$ cat config.mk
export PLATFORM = sky130hd
export DESIGN_NAME = flagged_fifo
export DESIGN_NICKNAME = d
export VERILOG_FILES = /design/src/rtl/flagged_fifo.sv
export SDC_FILE = /design/constraint.sdc
export NUM_CORES = 2
export LEC_CHECK = 0
export CORE_ASPECT_RATIO = 0.9
export CORE_UTILIZATION = 40
export DETAILED_ROUTE_END_ITERATION = 12
export SYNTH_ARGS = -nofsm -noshare
export SYNTH_HDL_FRONTEND = slang
export SYNTH_SLANG_ARGS = --single-unit
$ cat constraint.sdc
create_clock -name clk -period 4 [get_ports clk]
set_clock_uncertainty 0.05 [all_clocks]
set_input_delay 0.8 -clock clk [delete_from_list [all_inputs] [get_ports clk]]
set_output_delay 0.8 -clock clk [all_outputs]
set_load 0.05 [all_outputs]
$ cat src/rtl/flagged_fifo.sv
// Parametrised show-ahead FIFO with occupancy count, threshold flags and sticky
// overflow/underflow error flags. Full/empty decisions use registered state only.
`ifndef CLOG2
`define CLOG2(x) $clog2(x)
`endif

module flagged_fifo #(
    parameter int WIDTH  = 8,
    parameter int DEPTH  = 256,
    parameter int AFULL  = DEPTH - 4,
    parameter int AEMPTY = 4
) (
    input  logic                     clk,
    input  logic                     reset,
    input  logic [WIDTH-1:0]         write_data,
    input  logic                     write_strobe,
    output logic                     full,
    output logic                     almost_full,
    output logic [WIDTH-1:0]         read_data,
    input  logic                     read_strobe,
    output logic                     data_available,
    output logic                     almost_empty,
    output logic [`CLOG2(DEPTH):0]   count,
    output logic                     overflow,
    output logic                     underflow,
    input  logic                     clear_errors
);

    localparam int AW = `CLOG2(DEPTH);
    localparam int CW = AW + 1;

    localparam logic [AW-1:0] PTR_ONE  = AW'(1);
    localparam logic [CW-1:0] CNT_ONE  = CW'(1);
    localparam logic [CW-1:0] DEPTH_C  = CW'(DEPTH);
    localparam logic [CW-1:0] AFULL_C  = CW'(AFULL);
    localparam logic [CW-1:0] AEMPTY_C = CW'(AEMPTY);

    logic [WIDTH-1:0] mem [DEPTH];
    logic [AW-1:0]    wr_ptr;
    logic [AW-1:0]    rd_ptr;
    logic [CW-1:0]    count_next;
    logic             wr_acc;
    logic             rd_acc;

    // Acceptance looks only at registered flags, so a same-cycle read never
    // makes room for a write to a full FIFO (and vice versa when empty).
    assign wr_acc = write_strobe && !full;
    assign rd_acc = read_strobe && data_available;

    always_comb begin
        count_next = count;
        case ({wr_acc, rd_acc})
            2'b10:   count_next = count + CNT_ONE;
            2'b01:   count_next = count - CNT_ONE;
            default: count_next = count;
        endcase
    end

    always_ff @(posedge clk) begin
        if (wr_acc) begin
            mem[wr_ptr] <= write_data;
        end
    end

    always_ff @(posedge clk or posedge reset) begin
        if (reset) begin
            wr_ptr <= '0;
            rd_ptr <= '0;
            count  <= '0;
        end else begin
            if (wr_acc) begin
                wr_ptr <= wr_ptr + PTR_ONE;
            end
            if (rd_acc) begin
                rd_ptr <= rd_ptr + PTR_ONE;
            end
            count <= count_next;
        end
    end

    // A new error in the same cycle as clear_errors keeps the flag set.
    always_ff @(posedge clk or posedge reset) begin
        if (reset) begin
            overflow  <= 1'b0;
            underflow <= 1'b0;
        end else begin
            if (write_strobe && full) begin
                overflow <= 1'b1;
            end else if (clear_errors) begin
                overflow <= 1'b0;
            end
            if (read_strobe && !data_available) begin
                underflow <= 1'b1;
            end else if (clear_errors) begin
                underflow <= 1'b0;
            end
        end
    end

    assign read_data      = mem[rd_ptr];
    assign data_available = (count != '0);
    assign full           = (count == DEPTH_C);
    assign almost_full    = (count >= AFULL_C);
    assign almost_empty   = (count <= AEMPTY_C);

endmodule

==> impl_metrics.ini <==
[power_and_ir_drop]
comb_power_share_pct = 34.7
p_sw_mw = 20.1
swShare_pct = 31.0
powerDensity_mw_per_mm2 = 670
peakVddDrop_mv = 0.583
clkPwrFrac_pct = 27.5
pwr-share-seq_pct = 37.8
p_int_mw = 44.6
leakage_nw = 31.1

[floorplan]
dieArea_mm2 = 0.204
row_count = 156
fp.dieH_um = 428
die_w_um = 476
io_pins = 36
core_mm2 = 0.201
initial_core_util_pct = 40.2

[placement]
dp_cells = 6870
gp_congestion = 0.870
hpwlAfterDp_mm = 132
portBuffers = 35

[layout]
final_layout_size_suffix_gt1_share_pct = 34.9
stdcell_count = 7293
layout_commonest_cell = edfxtp_1
nNetsFinal = 4473
n_fill_cell = 16300
most-common-layout-cells = edfxtp_1, buf_4, mux4_2
utilization_pct = 48.1
synthToLayoutAreaGrowth_pct = 19.5

[setup_path]
worstPathMaxFanout = 12
worstSetupStartpoint = rd_ptr[0]
r2r-start = count[5]
critical_path_class = flop to output port
cp-end-kind = output port
start_kind = flop
crit_arrival_ns = 3.92
cp_data_required_time_ns = 3.15

[sta]
rsz0062_at_grt = yes
slew_headroom_pct = 26.9
hold_violations = 0
setup_slack_ns = -0.771
tns_ns = -5.87
report.final.slew_viol_count = 0
setup_viol_count_final = 8
max_freq_ghz = 0.210
fin_crit_sh_pct = 119
fin_crit_ns = 4.77
worst_slew_pin_slew_ns = 1.10
fin_hold_ws_ns = 0.330

[clock_tree]
cts_root_buf = clkbuf_16
clock_path_buffers = 3
numCtsBuffers = 197
insertion_delay_ns = 0.83
cts_tree = done
clkSinkCount = 2075
path_clk_slew_ns = 0.07
h-tree-depth = 4

[synth]
ys_async_sr_fraction_pct = 1.30
synth_edf_count = 2048
synth_fp_nets = 3794
synthesis.area_mm2 = 0.0808
synthCells = 3767
ys_warn_count = 0
synth-main-ff-cell = edfxtp_1
synth_cell_type_count = 63
syn_area_per_cell_um2 = 21.5
ys_ff_latch = 2075
seq_area_frac_synth_pct = 76.9

[grt]
gr-total-overflow = 0
grt_max_degree = 117
grt_pass1_wl_mm = 300
grtUsageTotal_pct = 20.5
grt_pass1_vias = 41200
antenna_found_initial = 4

[detailed_routing]
antenna_left = 0
drt_pass1_iterations = 5
routed_wl_mm = 208
via_per_inst = 5.63
wl_per_cell_um = 28.6
drc = 0
num_vias = 41100
drt_iter0_markers = 4914

[status]
status = complete, but fails checks
violations = negative setup slack

[flow_run]
maxCapViolCount = 0

[hold_path]
hp-class = input pin to async pin
-- synthesized netlist by cell type (all sizes together), types with 14 or more instances --
master | count | area [µm²]
a211oi | 14 | 105
a21oi | 25 | 125
a221oi | 17 | 155
a22oi | 35 | 268
buf | 140 | 867
clkbuf | 81 | 304
dfrtp | 27 | 676
edfxtp | 2048 | 61500
mux2 | 30 | 338
mux2i | 140 | 1400
mux4 | 506 | 11400
nand2 | 64 | 240
nand3 | 46 | 230
nor2 | 304 | 1140
nor2b | 21 | 131
o211ai | 16 | 120
o21ai | 34 | 170
o22ai | 77 | 482
xnor2 | 15 | 131
-- sequential cells by signal (all words and copies together) (netlist names) --
signal and cells:
count 9, underflow 1, mem 2048, wr_ptr 8
overflow 1, rd_ptr 8
-- worst max-delay path, cell delays in order, from the launching register on --
cell       delay (ns)
dfrtp_4          0.45
buf_12           0.14
buf_12           0.15
buf_4            0.15
bufbuf_16        0.31
mux4_2           0.56
mux2i_1          0.39
nand2_1          0.10
o2111ai_1        0.10
buf_4            0.18
nor2_2           0.09
a22o_4           0.29
buf_12           0.15
-- worst paths after layout --
kind	end	slack, ns	cells past startpoint
max	read_data[6]	-0.77	12
min	count[8]	0.33	3
max reg2reg	count[7]	0.31	15
min reg2reg	overflow	0.48	2
max in group asynchronous	rd_ptr[3]	3.17	3
min in group clk	mem[102][5]	0.39	1
-- timing repair --
item	in CTS	in global routing
gates cloned	11	4
hold buffers	0	0
setup endpoints to repair	9	8
gates resized for setup	121	38
hold endpoints to repair	0	0
setup buffers	25	25
pin swaps	16	17
-- layout make-up --
class	instances	area [µm²]	share of cell area, %
inverters	11	46.3	0.0479
repair buffers	701	6760	7.00
well taps	2686	3360	3.48
clock inverters	112	857	0.887
multi-input cells	1460	18200	18.8
flip-flops and latches	2075	62200	64.4
clock buffers	247	5200	5.39
diodes	1	2.50	0.00259
-- through the flow --
step | cell area, µm² | total power, mW | setup WS, ns
after floorplan | 80900 | 36.5 | 0.0313
after global placement | 88800 | 45.0 | -0.435
after detailed placement | 88800 | 45.1 | -0.404
after CTS | 96100 | 64.6 | -0.815
after global routing | 96600 | 66.9 | -0.848
final | 96600 | 64.7 | -0.771
-- power groups by stage --
stage / clock network, mW / registers, mW / logic [mW]
global route: 18.9 / 24.5 / 23.5
CTS: 18.1 / 24.4 / 22.1
floorplan: 0 / 24.9 / 11.6
global placement: 0 / 24.9 / 20.1
detailed placement: 0 / 24.9 / 20.2
finish: 17.8 / 24.5 / 22.5
-- cell families (layout without fill, tap and decap cells) --
family | Yosys count | in the layout | synth area share [%]
flip-flops | 2075 | 2075 | 76.9
XOR/XNOR | 21 | 21 | 0.228
AND/OR/NAND/NOR | 479 | 479 | 2.52
multiplexers | 676 | 676 | 16.3
adder cells (fa/ha/maj) | 14 | 14 | 0.226
buffers and inverters | 232 | 1071 | 1.50
other | 0 | 1 | 0
AO/OA/AOI/OAI | 270 | 270 | 2.35
-- layer usage --
metal	track usage [%]	vias up	wire length [µm]
met5	0	-	0
met4	5.56	0	5510
met3	4.07	302	17900
met2	30.7	1761	95500
met1	30.5	21900	89300
li1	-	17100	-
Note: power is estimated with default switching activity, not from simulation.
